**src/rtl/difftest_pkg.sv**
```systemverilog
// Shared defaults and the writeback entry layout
// for the difftest integer writeback queue.
package difftest_pkg;

  localparam int DEF_NUM_PORTS = 2;
  localparam int DEF_ADDR_W    = 5;
  localparam int DEF_DATA_W    = 64;
  localparam int DEF_DEPTH     = 8;
  localparam int DEF_SKIP_ZERO = 1;
  localparam int COREID_W      = 8;
  localparam int DROP_W        = 16;

  typedef struct packed {
    logic [DEF_ADDR_W-1:0] address;
    logic [DEF_DATA_W-1:0] data;
    logic [COREID_W-1:0]   coreid;
  } wb_entry_t;

endpackage

```
**src/rtl/difftest_wb_fifo.sv**
```systemverilog
// Circular buffer taking up to NUM_PORTS compacted
// writes per edge and releasing one entry per edge.
module difftest_wb_fifo #(
  parameter int EW        = 77,
  parameter int DEPTH     = 8,
  parameter int NUM_PORTS = 2,
  parameter int PW        = $clog2(DEPTH),
  parameter int CW        = PW + 1,
  parameter int PCW       = $clog2(NUM_PORTS + 1)
) (
  input  logic                    clock,
  input  logic                    reset,
  input  logic [PCW-1:0]          push_cnt,
  input  logic [NUM_PORTS*EW-1:0] wdata,
  input  logic                    pop,
  output logic [EW-1:0]           head,
  output logic [CW-1:0]           count
);

  logic [EW-1:0] mem_q [DEPTH];
  logic [EW-1:0] mem_d [DEPTH];
  logic [PW-1:0] wptr_q, wptr_d;
  logic [PW-1:0] rptr_q, rptr_d;
  logic [CW-1:0] count_q, count_d;

  always_comb begin
    mem_d = mem_q;
    for (int j = 0; j < NUM_PORTS; j++) begin
      if (j < int'(push_cnt)) begin
        mem_d[wptr_q + PW'(j)] = wdata[j*EW +: EW];
      end
    end
    wptr_d  = wptr_q + PW'(push_cnt);
    rptr_d  = rptr_q + PW'(pop);
    count_d = count_q + CW'(push_cnt) - CW'(pop);
  end

  // Storage needs no reset; occupancy gates visibility.
  always_ff @(posedge clock) begin
    mem_q <= mem_d;
  end

  always_ff @(posedge clock or negedge reset) begin
    if (!reset) begin
      wptr_q  <= '0;
      rptr_q  <= '0;
      count_q <= '0;
    end else begin
      wptr_q  <= wptr_d;
      rptr_q  <= rptr_d;
      count_q <= count_d;
    end
  end

  assign head  = mem_q[rptr_q];
  assign count = count_q;

endmodule

```
**src/rtl/difftest_int_wb_queue.sv**
```systemverilog
// Collects integer writebacks from several ports into
// one ordered queue, accounting for dropped entries.
module difftest_int_wb_queue
  import difftest_pkg::*;
#(
  parameter int NUM_PORTS = DEF_NUM_PORTS,
  parameter int ADDR_W    = DEF_ADDR_W,
  parameter int DATA_W    = DEF_DATA_W,
  parameter int DEPTH     = DEF_DEPTH,
  parameter int SKIP_ZERO = DEF_SKIP_ZERO
) (
  input  logic                        clock,
  input  logic                        reset,
  input  logic [NUM_PORTS-1:0]        in_valid,
  input  logic [NUM_PORTS*ADDR_W-1:0] in_address,
  input  logic [NUM_PORTS*DATA_W-1:0] in_data,
  input  logic [7:0]                  coreid,
  input  logic                        clear_ovf,
  output logic                        out_valid,
  input  logic                        out_ready,
  output logic [ADDR_W-1:0]           out_address,
  output logic [DATA_W-1:0]           out_data,
  output logic [7:0]                  out_coreid,
  output logic [$clog2(DEPTH):0]      count,
  output logic                        overflow,
  output logic [15:0]                 drop_cnt
);

  localparam int EW  = ADDR_W + DATA_W + COREID_W;
  localparam int PW  = $clog2(DEPTH);
  localparam int CW  = PW + 1;
  localparam int PCW = $clog2(NUM_PORTS + 1);

  logic                    pop;
  logic [PCW-1:0]          push_cnt;
  logic [NUM_PORTS*EW-1:0] wdata;
  logic [EW-1:0]           head;
  logic [CW-1:0]           count_w;
  logic [16:0]             n_drop;
  logic [16:0]             drop_sum;
  logic                    ovf_q, ovf_d;
  logic [15:0]             drop_q, drop_d;

  assign out_valid = (count_w != '0);
  assign pop       = out_valid & out_ready;

  // Lowest-index eligible ports fill free slots first.
  always_comb begin
    int space;
    int k;
    logic elig;
    space  = DEPTH - int'(count_w) + int'(pop);
    k      = 0;
    n_drop = '0;
    wdata  = '0;
    for (int i = 0; i < NUM_PORTS; i++) begin
      elig = in_valid[i] &&
             ((SKIP_ZERO == 0) ||
              (in_address[i*ADDR_W +: ADDR_W] != '0));
      if (elig) begin
        if (k < space) begin
          wdata[k*EW +: EW] = {in_address[i*ADDR_W +: ADDR_W],
                               in_data[i*DATA_W +: DATA_W],
                               coreid};
          k = k + 1;
        end else begin
          n_drop = n_drop + 17'd1;
        end
      end
    end
    push_cnt = PCW'(k);
  end

  // A drop in the clearing cycle restarts the count at it.
  always_comb begin
    ovf_d    = clear_ovf ? 1'b0 : ovf_q;
    drop_sum = {1'b0, (clear_ovf ? 16'd0 : drop_q)} + n_drop;
    drop_d   = drop_sum[16] ? 16'hFFFF : drop_sum[15:0];
    if (n_drop != '0) begin
      ovf_d = 1'b1;
    end
  end

  always_ff @(posedge clock or negedge reset) begin
    if (!reset) begin
      ovf_q  <= 1'b0;
      drop_q <= '0;
    end else begin
      ovf_q  <= ovf_d;
      drop_q <= drop_d;
    end
  end

  difftest_wb_fifo #(
    .EW        (EW),
    .DEPTH     (DEPTH),
    .NUM_PORTS (NUM_PORTS)
  ) u_fifo (
    .clock    (clock),
    .reset    (reset),
    .push_cnt (push_cnt),
    .wdata    (wdata),
    .pop      (pop),
    .head     (head),
    .count    (count_w)
  );

  assign count       = count_w;
  assign overflow    = ovf_q;
  assign drop_cnt    = drop_q;
  assign out_address = out_valid ? head[EW-1 -: ADDR_W] : '0;
  assign out_data    = out_valid ? head[COREID_W +: DATA_W] : '0;
  assign out_coreid  = out_valid ? head[COREID_W-1:0] : '0;

endmodule

```
**config.mk**
```make
export PLATFORM = sky130hd
export DESIGN_NAME = difftest_int_wb_queue
export DESIGN_NICKNAME = d
export VERILOG_FILES = /design/src/rtl/difftest_pkg.sv /design/src/rtl/difftest_wb_fifo.sv /design/src/rtl/difftest_int_wb_queue.sv
export SDC_FILE = /design/constraint.sdc
export NUM_CORES = 2
export LEC_CHECK = 0
export BUFFER_PORTS_ARGS = -buffer_cell sky130_fd_sc_hd__buf_2
export CAP_MARGIN = 10
export CORE_MARGIN = 2
export CORE_UTILIZATION = 55
export CTS_CLUSTER_SIZE = 40
export DETAILED_ROUTE_END_ITERATION = 16
export GPL_ROUTABILITY_DRIVEN = 1
export GPL_TIMING_DRIVEN = 0
export MAX_ROUTING_LAYER = met4
export PLACE_DENSITY = 0.74
export SLEW_MARGIN = 20
export SYNTH_ARGS = -nofsm -noshare
export SYNTH_HDL_FRONTEND = slang
export SYNTH_SLANG_ARGS = --single-unit
```
**constraint.sdc**
```tcl
create_clock -name clock -period 13.4 [get_ports clock]
set_input_delay 1.34 -clock clock [delete_from_list [all_inputs] [get_ports clock]]
set_output_delay 1.34 -clock clock [all_outputs]
set_load 0.03 [all_outputs]
```
* Word-level counts from Yosys, hierarchy flattened
Index checks and enable logic that the tools add are counted. W data, S select, Z words.
Operators by class: mux-type cells 31, magnitude comparators 9, reductions and logical operators 9, equality and inequality tests 0, shifts and indexed selects 2, multipliers 1, $add $sub $neg 11, bitwise logic cells 4, div/mod/pow operators 0
Operators by type and width (number):
- $bwmux W616 | 2
- $mux W616 | 2
- $demux W77 S3 | 2
- $mux W77 | 6
- $mux W154 | 2
- $bmux W77 S3 | 1
- $bwmux W154 | 1
- $shift A77 B33 Y154 const A | 1
- $shiftx A77 B33 Y154 | 1
- $mux W64 | 1
- $mux W17 | 3
- $neg A32 Y33 | 1
- $lt A32 B6 Y1 | 1
- $mul A32 B8 Y32 const B | 1
- $mux W16 | 2
- $add A16 B17 Y17 | 1
- $add A17 B1 Y17 const B | 1
- $reduce_bool A17 Y1 | 1
- $ge A4 B4 Y1 const B | 3
- $not A3 Y4 | 3
- $reduce_bool A5 Y1 | 2
- $lt A4 B1 Y1 const B | 2
- $mux W8 | 1
- $add A5 B2 Y6 | 1
- 16 further kinds | 25
Word-level totals: bits in latches 0, logic and storage cells 80, memory bits (read-only) 0, input port bits 152, memory bits (writable) 0, memories kept 0, bits in registers 643

* Longest topological paths before layout
word-level depth 16, mapped depth 26, mapped depth without buffers 23

* By module
From an unflattened synthesis, not the netlist that was laid out.
Unflattened totals: cells, all modules 4850, area, all modules 38140.3 um2
By module, submodules not included:
- difftest_wb_fifo | times used 1, cells each 4195, seq. area each 12582.1 um2, area each 34600.7 um2
- difftest_int_wb_queue | times used 1, cells each 655, seq. area each 425.4 um2, area each 3539.6 um2

* Worst setup path before layout
OpenSTA, ideal clock, no wires.
kind reg-to-reg, start point register u_fifo.count_q[0] (netlist: u_fifo.count[0]), end point register u_fifo.mem_q[100] (netlist bit), arrival 5515 ps, stages on the path, launching flop included 24, slack 7763 ps, clock period less this slack 5637 ps, path through dfrtp_1 > inv_1 > ha_1 > and2_1 > clkbuf_1 > clkbuf_1 > inv_1 > and2_1 > ha_1 > ha_1 > nor2b_1 > and3_1 > nand4_1 > nand3_2 > buf_4 > clkbuf_1 > nor2_1 > ha_1 > nor2_1 > a211o_1 > nand4b_1 > clkbuf_1 > nor2b_1 > a221o_1
RTL lines:
- start, declared | RTL line difftest_wb_fifo.sv:24 | logic [CW-1:0] count_q, count_d;
- start signal, assigned | RTL line difftest_wb_fifo.sv:51 | count_q <= count_d;
- end signal, assigned | RTL line difftest_wb_fifo.sv:40 | mem_q <= mem_d;
- end, declared | RTL line difftest_wb_fifo.sv:20 | logic [EW-1:0] mem_q [DEPTH];

==> summary.txt <==
Run status
  • Status: completed

Logic synthesis
  • Synth top area share: about 41%
  • Post-synth cell types: 56
  • Simple-gate share of the synthesized area: between 10% and 20%
  • Post-synth top cells: 616 x dfxtp_1, 522 x a221o_1, 494 x nor2_1
  • Top cells by area, synth: dfxtp_1 41%, a221o_1 17%, mux4_2 11%, nor2_1 6.1%, mux2i_1 2.7%
  • Most used DFF post-synth: dfxtp_1
  • Cell with the most instances after synthesis: dfxtp_1
  • Post-synthesis compound-gate area fraction: between 20% and 30%
  • Yosys top cell by area: dfxtp_1
  • YS warnings: 0
  • Largest family of logic cells by synthesized area: compound AO/OA/AOI/OAI gates
  • Mux contribution to synthesized area: 14.2%
  • Number of flops mapped to enable cells by yosys: 0
  • Post-Syn Area: between 30,000 and 40,000 sq um
  • Post-Syn Nets: slightly above 3,000
  • Cells after Synth: about 3,000
  • Syn avg cell area: approximately 10 sq um
  • Async SR Flop Fraction: 4.20%
  • XOR/XNOR share of the synthesized area: 0.521%
  • Sequential area share after synthesis: between 40% and 50%
  • Synth Register Bits: between 600 and 700
  • Adder-Cell Fraction of Synth Area: less than 1%

Timing
  • RSZ-0062 raised after global routing: no
  • Fin crit period: 8.80 ns
  • Fin. max-slew vios: 0
  • Highest clock rate: 0.114 GHz
  • Final setup skew: ~0.022 ns
  • Final Hold Viols: 0
  • Final setup vio count: 0
  • TNS Setup: 0 ns
  • Worst Tran Pin Value: approximately 1.3 ns
  • Normalized max-slew margin: approximately an eighth
  • Crit share post-route: between 60 and 70%

Placement
  • HPWL after detailed placement: around 75,000 um
  • Inst Count DP: around 3,900
  • Port bufs: approximately 240
  • Routability cong.: roughly 0.98
  • Cell area after placement: between 30,000 and 40,000 sq um

Power and ir drop
  • Sw Ratio: 40.7%
  • Cell Pwr Density: between 200 and 300 nW/um^2
  • Flop pwr share: about a third
  • Cell leakage power: ~14 nW
  • Worst VDD drop: about 0.17 mV
  • Cell Int Power: roughly 6 mW
  • Comb pwr share: approximately half
  • Psw: between 4 and 5 mW
  • Clock power frac: between 10% and 20%
  • Total chip power: 9.99 mW

Run
  • MaxCap Viol Count: 0

Floorplanning
  • Die W: 238 um
  • I/O pins: between 200 and 300
  • Die Area: between 50,000 and 60,000 sq um
  • Starting Density: a little under three fifths
  • Core box area: 54,100 sq um
  • Die height: 238 um
  • FP Rows: 85

Layout
  • Final net count: roughly 3,400
  • # fillers: roughly 4,400
  • Finished Cell Area: approximately 35,000 sq um
  • Area delta synth->final: 14.5%
  • Seq. cell area: 13,000 sq um
  • Layout cells sized above 1: between 10% and 20%
  • Multi-input gate area: ~16,000 sq um
  • Finished Layout Cells: 3,985

Critical path
  • Startpoint Class: flip-flop
  • CP required: between 10 and 15 ns
  • Crit path kind: reg -> reg
  • CP max FO: 10
  • Critical-path cell list: inv_1 > ha_1 > and2_1 > clkbuf_1 > clkbuf_1 > inv_1 > and2_1 > ha_1 > ha_1 > nor2b_1 > and3_1 > nand4_1 > nand3_2 > buf_4 > clkbuf_1 > nor2_1 > ha_1 > nor2_1 > nand2_2 > buf_4 > nand2_1 > clkbuf_1 > o22ai_1 > a22o_1
  • Max incr delay on CP: about 0.92 ns
  • Worst Path Arrival: around 9.3 ns
  • CP endpoint kind: flip-flop
  • Slowest-stage cell, CP: clkbuf_1

Clocking
  • CTS HTree Levels: 3
  • Inserted Clock Buffers: between 70 and 80
  • # resized after CTS: 0
  • Hold_buf cts: 0
  • Worst-Skew Late Latency: 0.62 ns
  • Root Driver: clkbuf_16
  • Clock Sinks: around 640
  • Clock slew at reported path FFs: approximately 0.06 ns
  • Clock Tree Buf Depth: 3
  • Post-CTS Setup Inserts: 0
  • CTS tree: built

Global route
  • Largest net degree at the start of global routing: 28
  • Initial antenna violation count: 5
  • Overall Global Routing Usage: around two fifths
  • Total grt overflow: 0
  • First-pass GRT wire length: 170,000 um
  • Vias in the first global route: between 20,000 and 30,000

Drt
  • 1st-pass router iterations: 9
  • Antenna Nets Post-Route: 0
  • Routed WL per cell: 28.8 um
  • Vias/cell: roughly 7
  • Iteration-0 DRC Markers: a little over 4,000
  • Routed Wire Length: 115,000 um
  • Via Count: roughly 29,000
  • Remaining DRCs: 0

Min path
  • Hold Crit Class: reg -> reg
-- flip-flops by register name, summed over array words and instances (netlist names) --
signal / count
u_fifo.rptr_q: 3
drop_cnt: 16
u_fifo.mem_q: 616
u_fifo.count: 4
u_fifo.wptr_q: 3
overflow: 1
-- per-stage QoR --
step                      util, %  hold slack, ns  worst slack (ns)
final                        64.0           0.454              4.60
after global routing         63.9           0.463              4.45
after CTS                    63.9           0.451              5.06
after detailed placement     59.7           0.437              5.08
after global placement       59.7           0.427              5.23
after floorplan                 -           0.421              7.76
-- cell usage in the layout, fill, tap and decap left out, types with 10 or more instances in the layout --
| cell type | synthesis | routed |
|---|---|---|
| a221o_1 | 522 | 522 |
| nand4_1 | 19 | 19 |
| dfxtp_1 | 616 | 616 |
| o22ai_1 | 36 | 36 |
| inv_1 | 17 | 17 |
| buf_1 | 44 | 44 |
| nor2_1 | 494 | 493 |
| clkbuf_8 | 0 | 12 |
| clkbuf_1 | 151 | 168 |
| buf_2 | 70 | 312 |
| a22o_1 | 64 | 64 |
| and2_1 | 72 | 72 |
| o21ai_0 | 16 | 16 |
| nor3b_1 | 69 | 69 |
| a21oi_1 | 10 | 10 |
| nand2_1 | 163 | 163 |
| mux4_2 | 154 | 154 |
| mux2i_1 | 81 | 81 |
| nand3_1 | 11 | 11 |
| clkinv_2 | 0 | 12 |
| clkbuf_16 | 0 | 74 |
| ha_1 | 18 | 18 |
| nor2b_1 | 68 | 68 |
| a21o_1 | 31 | 31 |
| o21ai_1 | 65 | 65 |
| dfrtp_1 | 27 | 27 |
-- area by class of cell --
type                       instances  share of cell area [%]
clock buffer                     104                    6.02
antenna                            7                  0.0506
timing repair buffer             242                    3.50
inverter                          17                   0.184
tap                              696                    2.52
multi-input combinational       1977                    46.1
clock inverter                    21                   0.560
sequential                       643                    37.6
buffer                           278                    3.46
-- per-layer routing --
metal | wire length [um] | global-route usage, % | share of wire [%]
met5 | 0 | - | 0
met4 | 6460 | 21.6 | 5.6
met3 | 14900 | 11.4 | 13
met2 | 50200 | 58.7 | 44
met1 | 43000 | 51.7 | 38
-- logic make-up after synthesis --
family	Yosys count
and+or+nand+nor	933
AOI/OAI and AO/OA	769
DFF	643
buffers and inverters	295
muxes	236
adders and majority gates	21
xor gates and xnor gates	18
-- critical path, delay by kind of cell (launching register included) --
kind | cells | cell delay [ns]
simple gates | 10 | 2.67
buf+inv | 8 | 3.54
flops | 1 | 0.42
fa+ha+maj | 4 | 1.19
compound gates | 2 | 0.85
-- final timing paths --
check | slack (ns) | cells after the start | endpoint | from
setup / recovery | 4.60 | 24 | u_fifo.mem_q[541]$_DFF_P_ | u_fifo.count[0]$_DFF_PN0_
hold / removal | 0.45 | 1 | u_fifo.mem_q[230]$_DFF_P_ | u_fifo.mem_q[230]$_DFF_P_
setup reg to reg | 4.60 | 24 | u_fifo.mem_q[541]$_DFF_P_ | u_fifo.count[0]$_DFF_PN0_
hold reg to reg | 0.45 | 1 | u_fifo.mem_q[230]$_DFF_P_ | u_fifo.mem_q[230]$_DFF_P_
max in group asynchronous | 12.22 | 1 | drop_cnt[2]$_DFF_PN0_ | reset
min in group asynchronous | 0.76 | 1 | drop_cnt[5]$_DFF_PN0_ | reset
-- power groups by stage --
| stage | clock, mW | combinational (mW) | sequential, mW |
|---|---|---|---|
| finish | 1.96 | 4.80 | 3.22 |
| global route | 2.04 | 4.99 | 3.28 |
| global placement | 0 | 4.55 | 3.16 |
| detailed placement | 0 | 4.66 | 3.21 |
| CTS | 1.96 | 4.68 | 3.19 |
| floorplan | 0 | 3.35 | 3.09 |
Power figures use the tool's default switching activity.
